[src/rtl/uart_tx_if.sv]
// Byte request handshake plus serial line and status of the UART transmitter.
// Latency: none, this is wiring only.
// Backpressure: the requester holds i_valid until o_ready is seen at a rising edge.
interface uart_tx_if;
  logic [7:0] i_data;
  logic       i_valid;
  logic       o_ready;
  logic       o_tx;
  logic       o_busy;
  logic       o_done;

  modport master (
    output i_data,
    output i_valid,
    input  o_ready,
    input  o_tx,
    input  o_busy,
    input  o_done
  );

  modport slave (
    input  i_data,
    input  i_valid,
    output o_ready,
    output o_tx,
    output o_busy,
    output o_done
  );
endinterface

[src/rtl/uart_tx.sv]
// UART transmitter: start bit, 8 data bits LSB first, optional parity, 1 or 2 stop bits.
// Latency: the start bit drives the line on the accept edge; a frame is (10+PARITY_EN+STOP_BITS-1)*CLK_PER_BIT cycles.
// Backpressure: o_ready is high only while idle; requests made while a frame is in flight are dropped, not queued.
module uart_tx #(
  parameter int CLK_PER_BIT = 87,
  parameter int PARITY_EN   = 0,
  parameter int PARITY_ODD  = 0,
  parameter int STOP_BITS   = 1
) (
  input logic      clk,
  input logic      rst,
  uart_tx_if.slave bus
);

  localparam int            CW        = $clog2(CLK_PER_BIT);
  localparam logic [CW-1:0] CNT_LAST  = CW'(CLK_PER_BIT - 1);
  localparam logic          PAR_EN    = (PARITY_EN != 0);
  localparam logic          PAR_ODD   = (PARITY_ODD != 0);
  localparam logic [2:0]    STOP_LAST = (STOP_BITS == 2) ? 3'd1 : 3'd0;

  localparam logic [2:0] S_IDLE   = 3'd0;
  localparam logic [2:0] S_START  = 3'd1;
  localparam logic [2:0] S_DATA   = 3'd2;
  localparam logic [2:0] S_PARITY = 3'd3;
  localparam logic [2:0] S_STOP   = 3'd4;

  logic [2:0]    state;
  logic [CW-1:0] clk_cnt;
  logic [2:0]    bit_cnt;
  logic [7:0]    shreg;
  logic          tx_q;
  logic          ready_q;
  logic          busy_q;
  logic          done_q;
  logic          bit_end;

  // A serial bit period ends when the cycle counter reaches its last value.
  assign bit_end = (clk_cnt == CNT_LAST);

  // Frame sequencer: every output is a register, so the line never sees i_data/i_valid combinationally.
  always_ff @(posedge clk or posedge rst) begin
    if (rst) begin
      state   <= S_IDLE;
      clk_cnt <= '0;
      bit_cnt <= '0;
      shreg   <= '0;
      tx_q    <= 1'b1;
      ready_q <= 1'b0;
      busy_q  <= 1'b0;
      done_q  <= 1'b0;
    end else begin
      done_q <= 1'b0;
      case (state)
        S_IDLE: begin
          tx_q    <= 1'b1;
          ready_q <= 1'b1;
          busy_q  <= 1'b0;
          if (bus.i_valid && ready_q) begin
            // Start bit goes out on the accept edge itself.
            shreg   <= bus.i_data;
            state   <= S_START;
            tx_q    <= 1'b0;
            ready_q <= 1'b0;
            busy_q  <= 1'b1;
            clk_cnt <= '0;
            bit_cnt <= '0;
          end
        end
        S_START: begin
          if (bit_end) begin
            clk_cnt <= '0;
            state   <= S_DATA;
            tx_q    <= shreg[0];
          end else begin
            clk_cnt <= clk_cnt + 1'b1;
          end
        end
        S_DATA: begin
          if (bit_end) begin
            clk_cnt <= '0;
            if (bit_cnt == 3'd7) begin
              bit_cnt <= '0;
              if (PAR_EN) begin
                state <= S_PARITY;
                tx_q  <= (^shreg) ^ PAR_ODD;
              end else begin
                state <= S_STOP;
                tx_q  <= 1'b1;
              end
            end else begin
              bit_cnt <= bit_cnt + 3'd1;
              tx_q    <= shreg[bit_cnt + 3'd1];
            end
          end else begin
            clk_cnt <= clk_cnt + 1'b1;
          end
        end
        S_PARITY: begin
          if (bit_end) begin
            clk_cnt <= '0;
            bit_cnt <= '0;
            state   <= S_STOP;
            tx_q    <= 1'b1;
          end else begin
            clk_cnt <= clk_cnt + 1'b1;
          end
        end
        S_STOP: begin
          // bit_cnt counts stop bits here so two stop bits reuse the same period counter.
          if (bit_end) begin
            clk_cnt <= '0;
            if (bit_cnt == STOP_LAST) begin
              bit_cnt <= '0;
              state   <= S_IDLE;
              tx_q    <= 1'b1;
              ready_q <= 1'b1;
              busy_q  <= 1'b0;
              done_q  <= 1'b1;
            end else begin
              bit_cnt <= bit_cnt + 3'd1;
            end
          end else begin
            clk_cnt <= clk_cnt + 1'b1;
          end
        end
        default: begin
          state   <= S_IDLE;
          clk_cnt <= '0;
          bit_cnt <= '0;
          tx_q    <= 1'b1;
          ready_q <= 1'b1;
          busy_q  <= 1'b0;
        end
      endcase
    end
  end

  assign bus.o_tx    = tx_q;
  assign bus.o_ready = ready_q;
  assign bus.o_busy  = busy_q;
  assign bus.o_done  = done_q;

endmodule

[src/flat_wrapper.sv]
// flat-port wrapper written by rule: the top's interface ports become plain ports
module uart_tx_flat 
#(
  parameter int CLK_PER_BIT = 87,
  parameter int PARITY_EN   = 0,
  parameter int PARITY_ODD  = 0,
  parameter int STOP_BITS   = 1
)
  (clk, rst, bus_i_data, bus_i_valid, bus_o_ready, bus_o_tx, bus_o_busy, bus_o_done);
  uart_tx_if bus_i ();
  input logic clk;
  input logic rst;
  input wire logic [$bits(bus_i.i_data)-1:0] bus_i_data;
  input wire logic [$bits(bus_i.i_valid)-1:0] bus_i_valid;
  output wire logic [$bits(bus_i.o_ready)-1:0] bus_o_ready;
  output wire logic [$bits(bus_i.o_tx)-1:0] bus_o_tx;
  output wire logic [$bits(bus_i.o_busy)-1:0] bus_o_busy;
  output wire logic [$bits(bus_i.o_done)-1:0] bus_o_done;
  assign bus_i.i_data = bus_i_data;
  assign bus_i.i_valid = bus_i_valid;
  assign bus_o_ready = bus_i.o_ready;
  assign bus_o_tx = bus_i.o_tx;
  assign bus_o_busy = bus_i.o_busy;
  assign bus_o_done = bus_i.o_done;
  uart_tx #(.CLK_PER_BIT(CLK_PER_BIT), .PARITY_EN(PARITY_EN), .PARITY_ODD(PARITY_ODD), .STOP_BITS(STOP_BITS)) u_core (.clk(clk), .rst(rst), .bus(bus_i));
endmodule
[config.mk]
export PLATFORM = sky130hd
export DESIGN_NAME = uart_tx_flat
export DESIGN_NICKNAME = d
export VERILOG_FILES = /design/src/rtl/uart_tx_if.sv /design/src/rtl/uart_tx.sv /design/src/flat_wrapper.sv
export SDC_FILE = /design/constraint.sdc
export NUM_CORES = 1
export LEC_CHECK = 0
export ABC_AREA = 1
export CAP_MARGIN = 25
export CELL_PAD_IN_SITES_DETAIL_PLACEMENT = 1
export CELL_PAD_IN_SITES_GLOBAL_PLACEMENT = 1
export CORE_MARGIN = 2
export CORE_UTILIZATION = 35
export CTS_CLUSTER_SIZE = 30
export DETAILED_ROUTE_END_ITERATION = 6
export GPL_ROUTABILITY_DRIVEN = 0
export PLACE_DENSITY = 0.68
export SLEW_MARGIN = 15
export SYNTH_ARGS = -nofsm -noshare
export SYNTH_HDL_FRONTEND = slang
export SYNTH_SLANG_ARGS = --single-unit
[constraint.sdc]
create_clock -name clk -period 1.45 [get_ports clk]
set_clock_uncertainty 0.05 [all_clocks]
set_input_delay 0.29 -clock clk [delete_from_list [all_inputs] [get_ports clk]]
set_output_delay 0.29 -clock clk [all_outputs]
set_load 0.01 [all_outputs]
==> results_dict.tcl <==
set metrics [dict create \
    status "finished with violations" \
    violations "negative setup slack" \
    grt_max_degree 26 \
    required_ns 1.57 \
    dp_cells 261 \
    io_pins 15 \
    synth_ff_type "dfrtp_1" \
    layout.cells.non_filler 272 \
    area_growth_pct 49.9 \
    drt_first_pass_iters 4 \
    ys_async_sr_fraction_pct 100 \
    n_antenna_cell 0 \
    port_buffers 14 \
    core_area_um2 3690 \
    cp-end-kind "flip-flop" \
    crit_fanout 5 \
    criticalPathCategory "flip-flop to flip-flop" \
    num_vias 1334 \
    irDropWorstVdd_mv 0.778 \
    tightest_slew_ns 0.304 \
    die_x_um 66.4 \
    grtUsageTotal_pct 19.7 \
    path_clk_slew_ns 0.09 \
    drive_gt1_share_pct 40.2 \
    routed_wl_mm 3.94 \
    cts-buffers-inserted 3 \
    cp-start-kind "flip-flop" \
    clk_latency_ns 0.27 \
    routedWlPerCell_um 14.5 \
    num_rows 22 \
    most-common-layout-cells "nand2_1 (56), buf_4 (27), dfrtp_1 (23)" \
    ys_types 26 \
    finalHoldViolCount 0 \
    syn_nets 192 \
    synth_seq_area_share_pct 46.0 \
    fp.dieArea_um2 4400 \
    post-route-period-util_pct 104 \
    power_leakage_nw 0.977 \
    setup_viol 6 \
    place_hpwl_mm 2.79 \
    cp.arrival_ns 1.63 \
    overflow 0 \
    hold_class "input pin to asynchronous set/reset pin" \
    period_needed_ns 1.51 \
    final_common_cell "nand2_1" \
    root_buffer "clkbuf_8" \
    fillCellCount 456 \
    drtIter0Drc 32 \
    rr_worst_depth 11 \
    rsz0062_at_grt "true" \
    via_per_inst 4.90 \
    grt_pass1_wl_mm 6.58 \
    synth_cells 176 \
    rr_endpoint "u_core.state[2]" \
    clock_path_buffers 2 \
    holdBufCountCts 0 \
    drtAntennaViolNets 0 \
    drcViolationCount 0 \
    drv_slew 0 \
    cts_sinks 25 \
    finalWorstSetupSlack_ns -0.0623 \
    ys_seq_elements 25 \
    yosysWarnings 0 \
    synth-edff-count 0 \
    cap_violations 0 \
    slew-limit-headroom_pct 79.6 \
    initial_core_util_pct 36.9 \
    dieHeight_um 66.4 \
    fmax_ghz 0.661 \
    cts_tree "done" \
    htreeDepth 1 \
    nets 241 \
    r2r_start "u_core.clk_cnt[0]" \
    antenna_found_initial 0 \
    avgSynthCellArea_um2 7.73 \
    r2r_slack_ns -0.06 \
    syn_area_um2 1360 \
    p_per_area_nw_per_um2 1760 \
    grt_pass1_vias 1478 \
    pre_cts_ws_ns -0.165 \
]
[power breakdown]
group | leakage, nW | switching [mW] | internal [mW]
combinational | 0.630 | 1.17 | 0.886
sequential | 0.321 | 0.183 | 0.938
clock | 0.0255 | 0.231 | 0.192
[cells in the mapped netlist (2+ instances only)]
cell	n	area share, %
a21oi_1	10	3.7
dfrtp_1	24	44
ha_1	5	4.6
inv_1	12	3.3
inv_2	7	1.9
nand2_1	67	18
nand2_2	2	0.92
nand3_1	9	3.3
nand4_1	2	0.92
nor2_1	8	2.2
nor2_2	2	0.92
nor2_4	3	2.5
nor3_1	2	0.74
o21ai_0	3	1.1
o21ai_1	8	2.9
xor2_1	2	1.3
[layout make-up]
class,count,area (µm²),area share (%)
Sequential cell,25,628,30.8
Clock inverter,1,5.00,0.245
Clock buffer,3,41.3,2.02
Timing Repair Buffer,44,380,18.6
Multi-Input combinational cell,130,842,41.3
Inverter,21,83.8,4.11
Tap cell,48,60.1,2.94
[flip-flops by register name, indices dropped and copies added (netlist names)]
register and cells:
u_core.shreg 8, u_core.bus.o_ready 1, u_core.bus.o_done 1, u_core.clk_cnt 7, u_core.bus.o_busy 1, u_core.bit_cnt 3, u_core.state 3, u_core.bus.o_tx 1
[metal layers]
layer | global-route usage, % | wire length (µm) | vias to the layer above
met1 | 24.1 | 1820 | 654
met5 | 0 | 0 | -
li1 | - | - | 660
met4 | 5.36 | 36 | 0
met3 | 2.73 | 78 | 4
met2 | 35.8 | 2010 | 16
[timing repair]
| action | in CTS | in global routing |
|---|---|---|
| gates resized for setup | 22 | 33 |
| setup buffers | 6 | 1 |
| endpoints found under the setup margin | 18 | 16 |
| pin swaps | 9 | 18 |
[logic make-up after synthesis]
kind of cell,after synthesis,synth area share [%]
xor+xnor,2,1.29
simple gates,101,33.7
buf+inv,21,5.97
flops,25,46.0
fa+ha+maj,5,4.60
compound gates,22,8.36
[how the worst max path moves through the flow]
stage / startpoint / slack, ns / end / depth (start not counted)
2_1_floorplan: u_core.bit_cnt[0] / 0.01 / u_core.bus.o_tx / 8
3_3_place_gp: bus_i_valid / -0.11 / u_core.state[2] / 10
3_5_place_dp: bus_i_valid / -0.17 / u_core.state[0] / 10
4_1_cts: u_core.clk_cnt[0] / -0.05 / u_core.state[0] / 11
6_report: u_core.clk_cnt[0] / -0.06 / u_core.state[2] / 11
5_1_grt: u_core.clk_cnt[0] / -0.17 / u_core.state[1] / 11
[worst max-delay path: stages (launching register included)]
cell	delay, ns
dfrtp_1	0.40
inv_2	0.08
ha_4	0.12
nand2_2	0.06
nor2_4	0.13
nand3_4	0.11
nand2_2	0.09
nand2_2	0.07
inv_2	0.09
nand3_4	0.08
nand2_2	0.08
nand2_2	0.04
[metrics by stage]
step	setup TNS [ns]	hold WS [ns]	instance area [µm²]	utilization [%]	power, mW
after floorplan	0	0.267	1370	-	2.07
after global placement	-0.648	0.409	1760	47.7	2.72
after detailed placement	-1.37	0.414	1760	47.7	2.80
after CTS	-0.148	0.293	1910	51.7	3.37
after global routing	-1.33	0.315	2040	55.3	3.93
final	-0.256	0.289	2040	55.3	3.60
Note: power is estimated with default switching activity, not from simulation.
